===== config.mk =====
export PLATFORM = sky130hd
export DESIGN_NAME = fetch_stage
export DESIGN_NICKNAME = d
export VERILOG_FILES = /design/src/rtl/riscv_pkg.sv /design/src/rtl/fetch_skid_buf.sv /design/src/rtl/fetch_stage.sv
export SDC_FILE = /design/constraint.sdc
export NUM_CORES = 1
export LEC_CHECK = 0
export ABC_AREA = 1
export CORE_MARGIN = 4
export CORE_UTILIZATION = 53
export CTS_CLUSTER_DIAMETER = 100
export CTS_CLUSTER_SIZE = 12
export DETAILED_ROUTE_END_ITERATION = 10
export PLACE_DENSITY = 0.81
export SYNTH_ARGS = -nofsm -noshare
export SYNTH_HDL_FRONTEND = slang
export SYNTH_HIERARCHICAL = 1
export SYNTH_SLANG_ARGS = --single-unit

===== constraint.sdc =====
create_clock -name clk -period 1.8 [get_ports clk]
set_input_delay 0.36 -clock clk [delete_from_list [all_inputs] [get_ports clk]]
set_output_delay 0.36 -clock clk [all_outputs]
set_load 0.03 [all_outputs]

===== src/rtl/riscv_pkg.sv =====
// Shared fetch-stage types: state encoding, decode packet and the reset NOP.
package riscv_pkg;

  localparam logic [31:0] NOP_INSTR = 32'h0000_0013;

  typedef enum logic [2:0] {
    IDLE  = 3'd0,
    REQ   = 3'd1,
    WAIT  = 3'd2,
    STALL = 3'd3,
    FAULT = 3'd4
  } fetch_state_e;

  typedef struct packed {
    logic [31:0] instr;
    logic [31:0] pc;
  } fetch_pkt_t;

  function automatic logic [31:0] word_align(input logic [31:0] addr);
    return {addr[31:2], 2'b00};
  endfunction

endpackage


===== src/rtl/fetch_skid_buf.sv =====
// One-entry holding register for a fetched packet that arrives while the
// output register is full and not being accepted.
module fetch_skid_buf
  import riscv_pkg::*;
(
  input  logic       clk,
  input  logic       rst_n,
  input  logic       push,
  input  fetch_pkt_t push_pkt,
  input  logic       pop,
  input  logic       flush,
  output logic       valid,
  output fetch_pkt_t pkt
);

  // flush beats push beats pop
  always_ff @(posedge clk or negedge rst_n) begin
    if (!rst_n) begin
      valid <= 1'b0;
      pkt   <= '0;
    end else if (flush) begin
      valid <= 1'b0;
    end else if (push) begin
      valid <= 1'b1;
      pkt   <= push_pkt;
    end else if (pop) begin
      valid <= 1'b0;
    end
  end

endmodule


===== src/rtl/fetch_stage.sv =====
// Instruction fetch: PC, single-outstanding imem requests, output reg + skid to decode.
// Optional misaligned-redirect fault via `define FETCH_MISALIGN_CHECK_EN.
module fetch_stage
  import riscv_pkg::*;
#(
  parameter logic [31:0] RESET_PC = 32'h0000_0000,
  parameter logic [31:0] PC_STEP  = 32'd4
) (
  input  logic        clk,
  input  logic        rst_n,
  output logic        imem_req_o,
  output logic [31:0] imem_addr_o,
  input  logic        imem_gnt_i,
  input  logic        imem_rvalid_i,
  input  logic [31:0] imem_rdata_i,
  input  logic        redirect_i,
  input  logic [31:0] redirect_pc_i,
  output logic        instr_valid_o,
  input  logic        instr_ready_i,
  output logic [31:0] instr_o,
  output logic [31:0] pc_o,
  output logic        fetch_fault_o
);

  fetch_state_e state;
  fetch_state_e redirect_state;
  logic [31:0]  pc_q;
  logic [31:0]  inflight_pc;
  logic         drop_q;
  logic         out_valid;
  fetch_pkt_t   out_pkt;

  logic         skid_valid;
  fetch_pkt_t   skid_pkt;
  logic         skid_push;
  logic         skid_pop;

  logic         grant;
  logic         accept;
  logic         resp;
  logic         outstanding_after;
  fetch_pkt_t   resp_pkt;

  assign imem_req_o    = (state == REQ) && !skid_valid;
  assign imem_addr_o   = pc_q;
  assign instr_valid_o = out_valid;
  assign instr_o       = out_pkt.instr;
  assign pc_o          = out_pkt.pc;

  assign grant    = imem_req_o && imem_gnt_i;
  assign accept   = out_valid && instr_ready_i;
  assign resp     = imem_rvalid_i && (state == WAIT) && !drop_q;
  assign resp_pkt = '{instr: imem_rdata_i, pc: inflight_pc};

  // A response still owed after this cycle: one waiting, or one granted now.
  assign outstanding_after = (((state == WAIT) || drop_q) && !imem_rvalid_i) || grant;

  assign skid_push = resp && out_valid && !instr_ready_i && !redirect_i;
  assign skid_pop  = accept && skid_valid;

`ifdef FETCH_MISALIGN_CHECK_EN
  logic misaligned;
  logic fault_q;

  assign misaligned    = |redirect_pc_i[1:0];
  assign fetch_fault_o = fault_q;

  always_ff @(posedge clk or negedge rst_n) begin
    if (!rst_n)          fault_q <= 1'b0;
    else if (redirect_i) fault_q <= misaligned;
  end

  always_comb begin
    redirect_state = outstanding_after ? WAIT : REQ;
    if (misaligned) redirect_state = FAULT;
  end
`else
  logic unused_pc_lsb;

  assign unused_pc_lsb = ^redirect_pc_i[1:0];
  assign fetch_fault_o = 1'b0;

  always_comb begin
    redirect_state = outstanding_after ? WAIT : REQ;
  end
`endif

  always_ff @(posedge clk or negedge rst_n) begin
    if (!rst_n) begin
      state       <= IDLE;
      pc_q        <= RESET_PC;
      inflight_pc <= RESET_PC;
      drop_q      <= 1'b0;
    end else if (redirect_i) begin
      state  <= redirect_state;
      pc_q   <= word_align(redirect_pc_i);
      drop_q <= outstanding_after;
    end else begin
      if (imem_rvalid_i && drop_q) drop_q <= 1'b0;
      case (state)
        IDLE: state <= REQ;
        REQ: begin
          if (grant) begin
            inflight_pc <= pc_q;
            pc_q        <= pc_q + PC_STEP;
            state       <= WAIT;
          end
        end
        WAIT: begin
          if (imem_rvalid_i) state <= skid_push ? STALL : REQ;
        end
        STALL: begin
          if (accept) state <= REQ;
        end
`ifdef FETCH_MISALIGN_CHECK_EN
        FAULT: state <= FAULT;
`endif
        default: state <= IDLE;
      endcase
    end
  end

  // A response lands in the output reg whenever it is free or draining this cycle.
  always_ff @(posedge clk or negedge rst_n) begin
    if (!rst_n) begin
      out_valid <= 1'b0;
      out_pkt   <= '{instr: NOP_INSTR, pc: 32'h0};
    end else if (redirect_i) begin
      out_valid <= 1'b0;
    end else if (resp && (!out_valid || instr_ready_i)) begin
      out_valid <= 1'b1;
      out_pkt   <= resp_pkt;
    end else if (accept) begin
      if (skid_valid) out_pkt <= skid_pkt;
      out_valid <= skid_valid;
    end
  end

  fetch_skid_buf u_skid (
    .clk      (clk),
    .rst_n    (rst_n),
    .push     (skid_push),
    .push_pkt (resp_pkt),
    .pop      (skid_pop),
    .flush    (redirect_i),
    .valid    (skid_valid),
    .pkt      (skid_pkt)
  );

endmodule

# Word level (Yosys, flattened, before mapping)
# Cells that the tools add are included.
[word_totals]
register_bits = 198
inputBits = 70
out_inout_bits = 99
word_cells = 73
[op_classes]
n_addsub = 1
eq_ne = 6
mux = 21
n_bitwise = 1
reduce_logical = 34
[op_table]
columns = ["op", "n"]
rows = [
  ["$mux W64", 3],
  ["$mux W32", 3],
  ["$add A32 B3 Y32 const B", 1],
  ["$logic_and A1 B1 Y1", 12],
  ["$mux W3", 4],
  ["$pmux W3 S4", 1],
  ["$reduce_bool A2 Y1", 5],
  ["$ne A3 B3 Y1 const B", 3],
  ["$reduce_and A3 Y1", 3],
  ["$mux W1", 8],
  ["$eq A3 B2 Y1 const B", 2],
  ["$logic_not A1 Y1", 6],
  ["$reduce_bool A3 Y1", 2],
  ["$mux W2", 2],
  ["$reduce_and A2 Y1", 2],
  ["$eq A3 B1 Y1 const B", 1],
  ["$logic_not A3 Y1", 1],
  ["$logic_or A1 B1 Y1", 3],
  ["$not A1 Y1", 1],
]

# Logic depth before layout (Yosys ltp)
[logic_depth]
depth_word = 10
ltp_mapped = 10
ltp_nobuf = 9

# Modules after synthesis
# The synthesis kept the hierarchy.
[by_module_without_submodules]
columns = ["module", "instances", "cells_per_inst", "area_each_um2", "seq_area_each_um2"]
rows = [
  ["fetch_stage", 1, 942, 6676.4, 3206.8],
  ["fetch_skid_buf", 1, 283, 2587.5, 1626.6],
]

# Least setup slack after synthesis
# No wires, ideal clock.
[synth_path]
path_type = "reg2reg"
start = "register pc_q[3], in the netlist imem_addr_o[3]"
end = "register pc_q[26], in the netlist imem_addr_o[26]"
setup_ps = 121
arrival_ps = 1687
required_time_ps = 1679
slack_ps = -8
stages_incl_launch_ff = 9
path_buffers = 0
period_less_slack_ps = 1808
cell_sequence = "dfrtp_1 -> ha_1 -> nand2_1 -> nor2_1 -> nand2_1 -> nor2_1 -> nand3_1 -> a21oi_1 -> nand2_1"
[synth_via]
elab_chain_len = 4
[synth_lines]
columns = ["item", "line", "rtl"]
rows = [
  ["start, declared", "fetch_stage.sv:27", "logic [31:0] pc_q;"],
  ["start signal, assigned", "fetch_stage.sv:96", "pc_q <= word_align(redirect_pc_i);"],
  ["start signal, assigned", "fetch_stage.sv:105", "pc_q <= pc_q + PC_STEP;"],
  ["$add A32 B3 Y32", "fetch_stage.sv:105", ""],
  ["$mux W32", "fetch_stage.sv:103", "if (grant) begin"],
  ["$mux W32", "fetch_stage.sv:100", "case (state)"],
  ["$mux W32", "fetch_stage.sv:94", "end else if (redirect_i) begin"],
]
# Every way passes these cells. The select of a mux whose other input is x is not followed.
# A chain may end at the register's enable or synchronous reset.

# Final worst setup path
[layout_path]
start = "register state[0]"
end = "register u_skid/pkt[40] (netlist name)"
[layout_via]
elab_chain_len = 7
[layout_lines]
columns = ["item", "line", "rtl"]
rows = [
  ["start, declared", "fetch_stage.sv:25", "fetch_state_e state;"],
  ["start signal, assigned", "fetch_stage.sv:95", "state <= redirect_state;"],
  ["start signal, assigned", "fetch_stage.sv:110", "if (imem_rvalid_i) state <= skid_push ? STALL : REQ;"],
  ["$eq A3 B2 Y1", "fetch_stage.sv:52", "assign resp = imem_rvalid_i && (state == WAIT) && !drop_q;"],
  ["$logic_and A1 B1 Y1 (2 in series)", "fetch_stage.sv:52", ""],
  ["$logic_and A1 B1 Y1 (3 in series)", "fetch_stage.sv:58", "assign skid_push = resp && out_valid && !instr_ready_i && !redirect_i;"],
  ["net skid_push", "fetch_stage.sv:35", "logic skid_push;"],
  ["$reduce_and A2 Y1 (no line)", "n/a", ""],
  ["end signal, assigned", "fetch_skid_buf.sv:25", "pkt <= push_pkt;"],
  ["end, declared", "fetch_skid_buf.sv:13", "output fetch_pkt_t pkt"],
]
# The timed path passes the listed nets, and every way through them passes these cells.

==> metrics.md <==
| Metric | Value |
|---|---|
| CP Class | `flop to flop` |
| Vias in the first global route | `8709` |
| Layout area overhead | `30.77%` |
| Initial antenna violation count | `0` |
| Routed length per placed instance | `15.96 µm` |
| Ports | `169` |
| Achievable Freq | `0.5617 GHz` |
| Avg Cell Area, Syn | `7.562 µm²` |
| Worst-path clk slew | `0.07 ns` |
| Final Non-Filler Cells | `1663` |
| Clock sink count | `193` |
| Longest Clk Path Bufs | `2` |
| Register area share after synthesis | `0.5217` |
| Drc violations | `0` |
| Biggest area consumer among synthesized cells | `dfrtp_1` |
| Max stage delay on crit path | `0.39 ns` |
| Distinct cells, synth | `30` |
| Top post-synthesis cells by area | `dfrtp_1 (51%), nand2_1 (23%), nand3_1 (8.2%), inv_1 (2.8%), o21ai_0 (2.7%)` |
| Hold WC Path Type | `primary input to asynchronous set/reset pin` |
| DP HPWL | `18590 µm` |
| Crit path cell chain | `inv_2 > nand2_2 > nor3_4 > buf_6 > nand4_1 > inv_2 > buf_6 > buf_12 > nand3_1 > nand2_1` |
| CTS tree | `built` |
| Overflow after GRT | `0` |
| Initial DRC Count | `792` |
| DRT Pass-1 Iters | `6` |
| Mapped Cells | `1225` |
| Final Util | `0.7028` |
| Cts bufs inserted | `17` |
| CP Launch Type | `flop` |
| VDD IR max | `1.078 mV` |
| Slowest CP cell | `dfrtp_1` |
| Yosys reg bits | `193` |
| Final hold vios | `0` |
| Max cap viols | `0` |
| Setup violators final | `0` |
| Final ANT Viol Nets | `0` |
| R2R Setup Slk | `0.02 ns` |
| Most common cell in the netlist | `nand2_1` |
| Worst EP required | `2.17 ns` |
| # nets final | `1496` |
| Final critical-path share of the clock period | `0.9891` |
| Synth top area share | `0.5132` |
| Std-Cell Rows | `48` |
| Minimum clock period | `1.780 ns` |
| Clock Latency Late Sink | `0.44 ns` |
| Placed Cells | `1627` |
| Core Area | `17240 µm²` |
| Wire length of the first global-routing pass | `43870 µm` |
| Port buffer count | `163` |
| Critical path fanouts, max | `14` |
| P per Cell Area | `1258 nW/µm²` |
| Worst EP arrival | `2.15 ns` |
| Leak | `6.667 nW` |
| Clock H-tree levels | `4` |
| Starting Density | `0.5375` |
| Routability cong. | `0.9612` |
| Async SR Flop Fraction | `1.000` |
| Status | `finished, final reports clean` |
| DIE WIDTH | `140.2 µm` |
| Skew final | `0.009028 ns` |
| Pin count of the biggest net entering global routing | `59` |
| Final Max Tran Viols | `0` |
| Via count | `8930` |
| CP endpoint kind | `flop` |
| Post-synth top flop | `dfrtp_1` |
| Synthesis Warnings | `6` |
| Final WL | `26540 µm` |
| Syn Std Cell Area | `9264 µm²` |
| Root buffer cell | `clkbuf_16` |
| Vias per cell | `5.370` |
| WHS | `0.4166 ns` |
| Number of synthesized flops with an enable pin | `0` |
| Die Footprint | `19660 µm²` |
| GRT Overall Usage | `0.2740` |
| Die boundary height | `140.2 µm` |
| Final antenna diode count | `0` |
| Share of layout cells above drive strength 1 | `0.09179` |
| Commonest cells post-synth | `nand2_1 (562), dfrtp_1 (190), nand3_1 (151), inv_1 (69), nor2_1 (63)` |
## final cells by class
type,instances,area [µm²]
Clock buffer,22,474.2
Clock inverter,10,77.57
Fill cell,1365,5122
Inverter,73,274.0
Multi-Input combinational cell,895,3829
Sequential cell,193,4835
Tap cell,225,281.5
Timing Repair Buffer,245,2344
## report_power, final
part           internal (mW)  total [mW]  switching [mW]
Clock                   1.89        3.57            1.67
Combinational           1.89        5.44            3.55
Sequential              5.48        6.23           0.751
Total                   9.27        15.2            5.98
## registers in the layout, summed over array words and instances, names as in the netlist
register	count
instr_o	32
state	2
inflight_pc	30
imem_addr_o	30
u_skid/pkt	64
drop_q	1
instr_valid_o	1
u_skid/valid	1
pc_o	32
## worst paths after layout
path	start	end	depth (start not counted)
min in group clk	instr_o[1]	instr_o[1]	2
worst max-delay path	state[0]	u_skid/pkt[40]	10
worst max register to register	state[0]	u_skid/pkt[40]	10
worst min register to register	instr_o[1]	instr_o[1]	2
max in group asynchronous	rst_n	u_skid/pkt[20]	3
worst min-delay path	rst_n	pc_o[14]	2
## worst max-delay path: cells and delay by family (launching register included)
family,cells,cell delay [ns]
buffers and inverters,5,0.66
DFF,1,0.39
and+or+nand+nor,5,0.66
## what timing repair did
item	4_1_cts	5_1_grt
pin swaps	0	2
resized for setup	95	12
gates cloned	0	1
endpoints found under the setup margin	96	76
hold endpoints to repair	34	0
buffers inserted	1	1
hold buffers	1	0
## cell usage in the layout (no fill, tap or decap), types with 2 or more instances in the layout
master,Yosys,routed
inv_1,69,68
inv_2,3,4
nor2_2,0,2
dfrtp_1,190,189
o211ai_1,3,3
o21bai_1,2,2
clkbuf_1,25,2
inv_6,0,3
buf_6,4,5
nand2_2,3,5
o21ai_0,50,50
clkbuf_8,0,4
nand2_1,562,559
nand4_1,8,8
nor3_1,2,2
a21oi_1,22,22
dlygate4sd2_1,0,95
xnor2_1,3,3
clkdlybuf4s50_1,0,66
dfstp_2,3,3
clkbuf_16,0,18
nand3_1,151,151
clkinvlp_4,0,2
nor2_1,63,60
buf_12,0,14
conb_1,1,5
nand3b_1,10,10
xor2_1,5,5
clkinv_2,0,2
clkinv_4,0,3
buf_4,14,62
## per-stage QoR
step                      power, mW  setup TNS [ns]  cell area [µm²]  setup slack (ns)
final                         15.24               0            12110           0.01966
after global placement        11.97          -40.25            11590           -0.3608
after detailed placement      12.12          -46.21            11590           -0.4307
after floorplan               9.498               0             9280           0.01503
after global routing          16.13          -1.672            12110          -0.05871
after CTS                     15.23               0            12040           0.03156
## per-layer routing
metal / up-vias / GRT usage / wire [µm]
li1: 4251 / - / -
met1: 4199 / 0.3601 / 10830
met2: 406 / 0.4441 / 12880
met3: 74 / 0.05019 / 1836
met4: 0 / 0.1260 / 1003
met5: - / 0 / 0
## kinds of logic after synthesis
logic type | share of synthesized area
simple gates | 0.3543
compound gates | 0.04538
flops | 0.5217
fa+ha+maj | 0.001350
xor+xnor | 0.007564
other cells | 0.0004048
buf+inv | 0.06929
Note: power is estimated with default switching activity, not from simulation.
